File: config.mk
export PLATFORM = sky130hd
export DESIGN_NAME = stop_watch_lap
export DESIGN_NICKNAME = d
export VERILOG_FILES = /design/src/rtl/stop_watch_lap.sv
export SDC_FILE = /design/constraint.sdc
export NUM_CORES = 1
export LEC_CHECK = 0
export BUFFER_PORTS_ARGS = -buffer_cell sky130_fd_sc_hd__buf_2
export CAP_MARGIN = 5
export CORE_MARGIN = 2
export CORE_UTILIZATION = 61
export CTS_BUF_LIST = sky130_fd_sc_hd__clkbuf_2 sky130_fd_sc_hd__clkbuf_4 sky130_fd_sc_hd__clkbuf_8
export DETAILED_ROUTE_END_ITERATION = 8
export GPL_ROUTABILITY_DRIVEN = 1
export PLACE_DENSITY = 0.8
export SKIP_CTS_REPAIR_TIMING = 1
export SLEW_MARGIN = 20
export SYNTH_ARGS = -nofsm -noshare
export SYNTH_HDL_FRONTEND = slang
export SYNTH_SLANG_ARGS = --single-unit
File: constraint.sdc
create_clock -name clk -period 2.9 [get_ports clk]
set_clock_uncertainty 0.15 [all_clocks]
set_input_delay 0.145 -clock clk [delete_from_list [all_inputs] [get_ports clk]]
set_output_delay 0.145 -clock clk [all_outputs]
set_load 0.01 [all_outputs]
File: src/rtl/stop_watch_lap.sv
// BCD stopwatch: prescaled tick drives an N-digit BCD counter, with lap freeze and wrap/saturate end mode.
// Latency: count, tick and ovf update on the same edge, d is a pure mux of registers; no backpressure (go is a level enable).
module stop_watch_lap #(
  parameter int DVSR       = 5000000,
  parameter int NUM_DIGITS = 3,
  parameter int SATURATE   = 0
) (
  input  logic                    clk,
  input  logic                    reset,
  input  logic                    go,
  input  logic                    clr,
  input  logic                    lap,
  output logic [4*NUM_DIGITS-1:0] d,
  output logic                    running,
  output logic                    lap_active,
  output logic                    tick,
  output logic                    ovf
);

  localparam int PW = $clog2(DVSR);
  localparam logic [PW-1:0] PRE_LAST = PW'(DVSR - 1);

  typedef enum logic [1:0] {IDLE, RUN, PAUSED, DONE} state_t;

  state_t                  state;
  logic [PW-1:0]           prescale;
  logic [4*NUM_DIGITS-1:0] count;
  logic [4*NUM_DIGITS-1:0] lap_reg;
  logic [4*NUM_DIGITS-1:0] count_inc;
  logic                    all_nines;
  logic                    carry;
  logic                    cnt_en;
  logic                    pre_tick;

  // The prescaler advances on every cycle that go is sampled high outside DONE,
  // including the cycle that moves IDLE/PAUSED into RUN.
  always_comb begin
    cnt_en   = go && (state != DONE);
    pre_tick = cnt_en && (prescale == PRE_LAST);
  end

  // Ripple BCD increment; an all-nines count naturally rolls to zero.
  always_comb begin
    count_inc = count;
    carry     = 1'b1;
    all_nines = 1'b1;
    for (int k = 0; k < NUM_DIGITS; k++) begin
      if (count[4*k +: 4] != 4'd9) all_nines = 1'b0;
      if (carry) begin
        if (count[4*k +: 4] == 4'd9) begin
          count_inc[4*k +: 4] = 4'd0;
        end else begin
          count_inc[4*k +: 4] = count[4*k +: 4] + 4'd1;
          carry = 1'b0;
        end
      end
    end
  end

  always_ff @(posedge clk) begin
    if (reset || clr) begin
      state      <= IDLE;
      prescale   <= '0;
      count      <= '0;
      lap_reg    <= '0;
      lap_active <= 1'b0;
      running    <= 1'b0;
      tick       <= 1'b0;
      ovf        <= 1'b0;
    end else begin
      tick <= pre_tick;
      ovf  <= pre_tick && all_nines;

      if (cnt_en) prescale <= pre_tick ? '0 : prescale + PW'(1);

      // Lap samples the pre-edge count, so a coincident tick is not included.
      if (lap) begin
        if (state == RUN) begin
          lap_reg    <= count;
          lap_active <= 1'b1;
        end else begin
          lap_active <= 1'b0;
        end
      end

      case (state)
        IDLE:    if (go)  begin state <= RUN;    running <= 1'b1; end
        RUN:     if (!go) begin state <= PAUSED; running <= 1'b0; end
        PAUSED:  if (go)  begin state <= RUN;    running <= 1'b1; end
        default: ;
      endcase

      if (pre_tick) begin
        if (all_nines && (SATURATE != 0)) begin
          state   <= DONE;
          running <= 1'b0;
        end else begin
          count <= count_inc;
        end
      end
    end
  end

  assign d = lap_active ? lap_reg : count;

endmodule

==> results.sh, run 1 <==
export IMPL_vdd_ir_drop_max_uv=254
export IMPL_detailed_placement_hpwl_mm=3.21
export IMPL_finalMaxSlewViolations=0
export IMPL_share_of_final_layout_standard_cells_stronger_than_drive_strength_1_pct=16.3
export IMPL_path_class="flop to flop"
export IMPL_numClockSinks=52
export IMPL_clock_insertion_delay_worst_skew_ns=0.32
export IMPL_tritoncts="yes"
export IMPL_timing_worst_slew_pin_value_ns=0.673
export IMPL_route_antenna_remaining_nets=0
export IMPL_design_die_area_mm2=0.00443
export IMPL_worstSetupEndpointType="flop"
export IMPL_firstDrtPassIters=5
export IMPL_startpoint_type="flop"
export IMPL_fillCellCount=303
export IMPL_avgSynthCellArea_um2=8.35
export IMPL_worstPathBufferInverterCount=0
export IMPL_routed_wl_met3_um=143
export IMPL_outcome="finished, final reports clean"
export IMPL_cp_top_family="simple AND/OR/NAND/NOR gates"
export IMPL_synth_async_sr_flop_share_pct=0
export IMPL_detailed_place_area_mm2=0.00252
export IMPL_finalSetupViolations=0
export IMPL_final_hold_viol_count=0
export IMPL_clock_fmax_mhz=423
export IMPL_power_leakage_nw=0.971
export IMPL_seq_area_frac_synth_pct=43.6
export IMPL_synth_fp_nets=292
export IMPL_fp_coreArea_mm2=0.00372
export IMPL_detailedRoute_firstIterationViolations=129
export IMPL_fin_hold_ws_ns=0.308
export IMPL_synth_cell_area_mm2=0.00239
export IMPL_largest_reg_flops=23
export IMPL_netlist_cell_type_count=39
export IMPL_drt_wirelength_per_cell_um=13.1
export IMPL_initial_util_pct=64.2
export IMPL_vias_per_instance=5.61
export IMPL_postLayoutSetupSlackWorst_ns=0.538
export IMPL_chipWidth_um=66.6
export IMPL_top_layer_used="met4"
export IMPL_place_congestion=0.828
export IMPL_inserted_diodes=0
export IMPL_met2_wire_len_mm=2.24
export IMPL_pin_count=21
export IMPL_finalWirelength_mm=4.65
export IMPL_grt_usage_pct=22.7
export IMPL_totalNegativeSetupSlack_ns=0
export IMPL_yosys_register_bits=52
export IMPL_min_period_over_period_pct=81.4
export IMPL_row_count=22
export IMPL_cp_arrival_ns=2.46
export IMPL_time_the_final_worst_path_needs_with_i_o_delays_and_setup_ns=2.36
export IMPL_worstHoldPathCells=2
export IMPL_synth_edf_count=0
export IMPL_maximum_net_fanout_on_the_critical_path=5
export IMPL_final_cell_area_mm2=0.00265
export IMPL_rsz0062_at_grt="false"
export IMPL_chipHeight_um=66.6
export IMPL_global_route_wire_length_before_repair_mm=7.75
export IMPL_crit_slowest_cell="sky130_fd_sc_hd__or4_4"
export IMPL_synthesis_instances=286
export IMPL_slew_headroom_pct=54.8
export IMPL_crit_path_cell_count=5
export IMPL_fin_nets=312
export IMPL_critical_path_cell_chain="or4_4 -> nor4_1 -> nand3_1 -> or3_1 -> a21oi_1"
export IMPL_route_layer_met1_wl_mm=2.21
export IMPL_worst_r2r_path_depth=5
export IMPL_holdCritPathClass="flop to flop"
export IMPL_maximum_number_of_pins_on_one_net_before_global_route_repair=34
export IMPL_clk_pin_slew_worst_paths_ns=0.10
export IMPL_synth_warning_count=0
export IMPL_grt_pass1_vias=1784
export IMPL_port_buffer_count=20
export IMPL_critPathRequiredTime_ns=3.00
export IMPL_gr_total_overflow=0
export IMPL_cts_root_buf="sky130_fd_sc_hd__clkbuf_8"
export IMPL_cts_root_to_sink_buffers=2
export IMPL_ys_flop_type="sky130_fd_sc_hd__dfxtp_1"
export IMPL_initial_antenna_violation_count=0
export IMPL_drcViolationCount=0
export IMPL_critical_path_max_stage_delay_ns=0.55
export IMPL_cts_htree_levels=2
export IMPL_area_growth_synth_to_final_pct=11.2
export IMPL_pre_cts_ws_ns=0.533
export IMPL_numCtsBuffers=5
export IMPL_via_count=1990
export IMPL_cellPowerDensity_mw_per_mm2=474
export IMPL_max_cap_violations=0
-- path summary, 6_finish.rpt --
kind,slack [ns],startpoint,endpoint
min,0.31,lap_reg[8],lap_reg[8]
max,0.54,prescale[7],count[4]
max reg2reg,0.54,prescale[7],count[4]
min reg2reg,0.31,lap_reg[8],lap_reg[8]
-- layer usage --
layer,track usage [%],vias up
met3,5.57,5
met5,0,-
met4,7.65,0
li1,-,1023
met2,39.8,35
met1,26.9,927
-- cell families (layout without fill, tap and decap cells) --
| group | Yosys count | count (layout) | share of synthesized area (%) |
|---|---|---|---|
| simple gates | 145 | 145 | 31.2 |
| flops | 52 | 52 | 43.6 |
| compound gates | 39 | 39 | 8.75 |
| xor+xnor | 23 | 23 | 8.44 |
| buf+inv | 15 | 36 | 2.46 |
| mux | 11 | 11 | 5.03 |
| fa+ha+maj | 1 | 1 | 0.524 |
-- cell usage in the layout (no fill, tap or decap), types with 5 or more instances in the layout --
cell type                  count
sky130_fd_sc_hd__dfxtp_1      52
sky130_fd_sc_hd__nand2_1      45
sky130_fd_sc_hd__nor2_1       34
sky130_fd_sc_hd__a21oi_1      23
sky130_fd_sc_hd__buf_2        20
sky130_fd_sc_hd__xor2_1       16
sky130_fd_sc_hd__nand3_1      13
sky130_fd_sc_hd__o21ai_0      11
sky130_fd_sc_hd__nor3_1        9
sky130_fd_sc_hd__nand4_1       9
sky130_fd_sc_hd__mux2_2        8
sky130_fd_sc_hd__xnor2_1       7
sky130_fd_sc_hd__or3_1         6
sky130_fd_sc_hd__and3_1        5
sky130_fd_sc_hd__clkbuf_8      5
-- stage by stage --
step / util [%] / power [mW] / instances
6_report: 71.4 / 1.26 / 355
5_1_grt: 71.4 / 1.30 / 355
4_1_cts: 70.9 / 1.27 / 353
3_5_place_dp: 67.8 / 0.763 / 345
3_3_place_gp: 67.8 / 0.763 / 345
2_1_floorplan: - / 0.756 / 286
-- report_power, final --
group | total, mW | switching, mW | internal, mW
registers | 0.718 | 0.00264 | 0.715
clock network | 0.509 | 0.249 | 0.260
logic | 0.0303 | 0.0203 | 0.0100
-- synthesized netlist by cell type (2+ instances only) --
master,number,share of area [%]
sky130_fd_sc_hd__mux2i_1,3,1.3
sky130_fd_sc_hd__and3_1,5,1.3
sky130_fd_sc_hd__nor2b_1,3,0.79
sky130_fd_sc_hd__or3_1,6,1.6
sky130_fd_sc_hd__xnor2_1,7,2.6
sky130_fd_sc_hd__dfxtp_1,52,44
sky130_fd_sc_hd__xor2_1,16,5.9
sky130_fd_sc_hd__nor4_1,3,0.79
sky130_fd_sc_hd__nor2_1,34,5.3
sky130_fd_sc_hd__nand3_1,13,2.7
sky130_fd_sc_hd__and2_1,3,0.79
sky130_fd_sc_hd__o21ai_0,11,2.3
sky130_fd_sc_hd__nor3_1,9,1.9
sky130_fd_sc_hd__a31oi_1,2,0.52
sky130_fd_sc_hd__inv_1,4,0.63
sky130_fd_sc_hd__a21oi_1,23,4.8
sky130_fd_sc_hd__nand4_1,9,2.4
sky130_fd_sc_hd__clkbuf_1,8,1.3
sky130_fd_sc_hd__nand2_1,45,7.1
sky130_fd_sc_hd__nand2b_1,2,0.52
sky130_fd_sc_hd__buf_2,2,0.42
sky130_fd_sc_hd__mux2_2,8,3.8
sky130_fd_sc_hd__nand4_2,2,1.0
-- worst reg2reg max path: cells and delay by family, from the launching register on --
kind | cells | cell delay, ns
simple gates | 4 | 1.64
flops | 1 | 0.37
compound gates | 1 | 0.14
-- cell type report --
type / instances / area, um2 / share of cell area [%]
flip-flops and latches: 52 / 1040 / 39.2
repair buffers: 24 / 135 / 5.09
multi-input cells: 219 / 1290 / 48.5
well taps: 48 / 60.1 / 2.26
clock buffers: 5 / 68.8 / 2.59
clock inverters: 3 / 46.3 / 1.74
inverters: 4 / 15.0 / 0.566
(Power assumes the default switching activity.)
==> inputs of run 2 (changes only) <==
==> constraint.sdc (replaced) <==
create_clock -name clk -period 2.4 [get_ports clk]
set_clock_uncertainty 0.15 [all_clocks]
set_input_delay 0.12 -clock clk [delete_from_list [all_inputs] [get_ports clk]]
set_output_delay 0.12 -clock clk [all_outputs]
set_load 0.01 [all_outputs]
==> results.sh, run 2 (synthesis results as in run 1) <==
export IMPL_outcome="finished, final reports clean"
export IMPL_row_count=22
export IMPL_final_hold_viol_count=0
export IMPL_final_cell_area_mm2=0.00268
export IMPL_chipWidth_um=66.6
export IMPL_port_buffer_count=20
export IMPL_initial_util_pct=64.2
export IMPL_firstDrtPassIters=4
export IMPL_finalSetupViolations=0
export IMPL_detailed_place_area_mm2=0.00254
export IMPL_power_leakage_nw=0.992
export IMPL_tritoncts="yes"
export IMPL_critical_path_max_stage_delay_ns=0.58
export IMPL_gr_total_overflow=0
export IMPL_pin_count=21
export IMPL_chipHeight_um=66.6
export IMPL_vdd_ir_drop_max_uv=400
export IMPL_cellPowerDensity_mw_per_mm2=563
export IMPL_cts_root_buf="sky130_fd_sc_hd__clkbuf_8"
export IMPL_slew_headroom_pct=55.1
export IMPL_grt_usage_pct=22.7
export IMPL_drt_wirelength_per_cell_um=12.4
export IMPL_path_class="flop to flop"
export IMPL_rsz0062_at_grt="false"
export IMPL_seq_area_mm2=0.00104
export IMPL_route_antenna_remaining_nets=0
export IMPL_largest_reg_flops=23
export IMPL_cts_root_to_sink_buffers=2
export IMPL_multiInputGateArea_mm2=0.00129
export IMPL_cts_htree_levels=2
export IMPL_numClockSinks=52
export IMPL_drcViolationCount=0
export IMPL_area_growth_synth_to_final_pct=12.4
export IMPL_grt_pass1_vias=1836
export IMPL_fp_coreArea_mm2=0.00372
export IMPL_max_cap_violations=0
export IMPL_final_cell_mix="sky130_fd_sc_hd__dfxtp_1, sky130_fd_sc_hd__nand2_1, sky130_fd_sc_hd__nor2_1"
export IMPL_numCtsBuffers=5
export IMPL_clk_pin_slew_worst_paths_ns=0.10
export IMPL_fin_nets=316
export IMPL_crit_slowest_cell="sky130_fd_sc_hd__or4b_1"
export IMPL_timing_worst_slew_pin_value_ns=0.668
export IMPL_maximum_net_fanout_on_the_critical_path=7
export IMPL_cp_top_family="simple AND/OR/NAND/NOR gates"
export IMPL_detailed_placement_hpwl_mm=3.11
export IMPL_cp_arrival_ns=2.33
export IMPL_totalNegativeSetupSlack_ns=0
export IMPL_clock_insertion_delay_worst_skew_ns=0.31
export IMPL_share_of_final_layout_standard_cells_stronger_than_drive_strength_1_pct=17.4
export IMPL_vias_per_instance=5.55
export IMPL_detailedRoute_firstIterationViolations=84
export IMPL_leading_cell_type_in_the_layout_fill_and_taps_excluded="sky130_fd_sc_hd__dfxtp_1"
export IMPL_via_count=1992
export IMPL_startpoint_type="flop"
export IMPL_finalMaxSlewViolations=0
export IMPL_global_route_wire_length_before_repair_mm=7.84
export IMPL_maximum_number_of_pins_on_one_net_before_global_route_repair=34
export IMPL_initial_antenna_violation_count=0
export IMPL_finalWirelength_mm=4.45
export IMPL_design_die_area_mm2=0.00443
export IMPL_holdCritPathClass="input port to flop"
export IMPL_fillCellCount=308
export IMPL_critical_path_cell_chain="or4b_1 -> nor4_4 -> buf_4 -> nand3_1 -> or3_1 -> a21oi_1"
export IMPL_inserted_diodes=0
export IMPL_clock_fmax_mhz=445
export IMPL_worstPathBufferInverterCount=1
export IMPL_critPathRequiredTime_ns=2.48
export IMPL_place_congestion=0.837
export IMPL_worstSetupEndpointType="flop"
export IMPL_min_period_over_period_pct=93.6
export IMPL_time_the_final_worst_path_needs_with_i_o_delays_and_setup_ns=2.25
## run 2: changes by cell type in the layout (fill, tap and decap cells not counted)
cell,change
sky130_fd_sc_hd__buf_4,+4
## run 2: metal layers
metal  global-route usage [%]  part of all wire [%]
met5                        0                     0
met4                     9.18                  0.85
met3                     4.56                   2.9
met2                     40.0                    48
met1                     26.7                    48
## run 2: tightest hold or removal path: stages
cell	delay, ns
sky130_fd_sc_hd__buf_2	0.07
sky130_fd_sc_hd__or2_2	0.49
sky130_fd_sc_hd__a21oi_2	0.04
## run 2: path summary, 6_finish.rpt
kind	from	endpoint	slack (ns)	cells after the start
worst max-delay path	prescale[17]	count[4]	0.15	6
worst min-delay path	reset	count[1]	0.30	3
worst min register to register	lap_reg[1]	lap_reg[1]	0.31	2
worst max register to register	prescale[17]	count[4]	0.15	6
## run 2: area by class of cell
class,count,share of cell area [%]
repair buffers,28,6.15
clock inverters,3,1.72
flip-flops and latches,52,38.8
clock buffers,5,2.56
inverters,4,0.559
multi-input cells,219,48.0
well taps,48,2.24
## run 2: metrics by stage
step	utilization [%]	total power, mW	setup WS, ns	instances	hold slack [ns]
floorplan	-	0.913	0.250	286	0.0874
global placement	68.4	0.922	0.155	348	0.199
CTS	71.5	1.53	0.0824	356	-0.111
finish	72.2	1.51	0.154	359	0.305
global route	72.2	1.57	0.0763	359	0.324
detailed placement	68.4	0.922	0.0901	348	0.216
## run 2: report_power, final
part	leakage (nW)	total (mW)	internal, mW	switching, mW
sequential	0.419	0.868	0.864	0.00335
clock	0.0548	0.607	0.314	0.293
combinational	0.518	0.0367	0.0121	0.0246
total	0.992	1.51	1.19	0.321
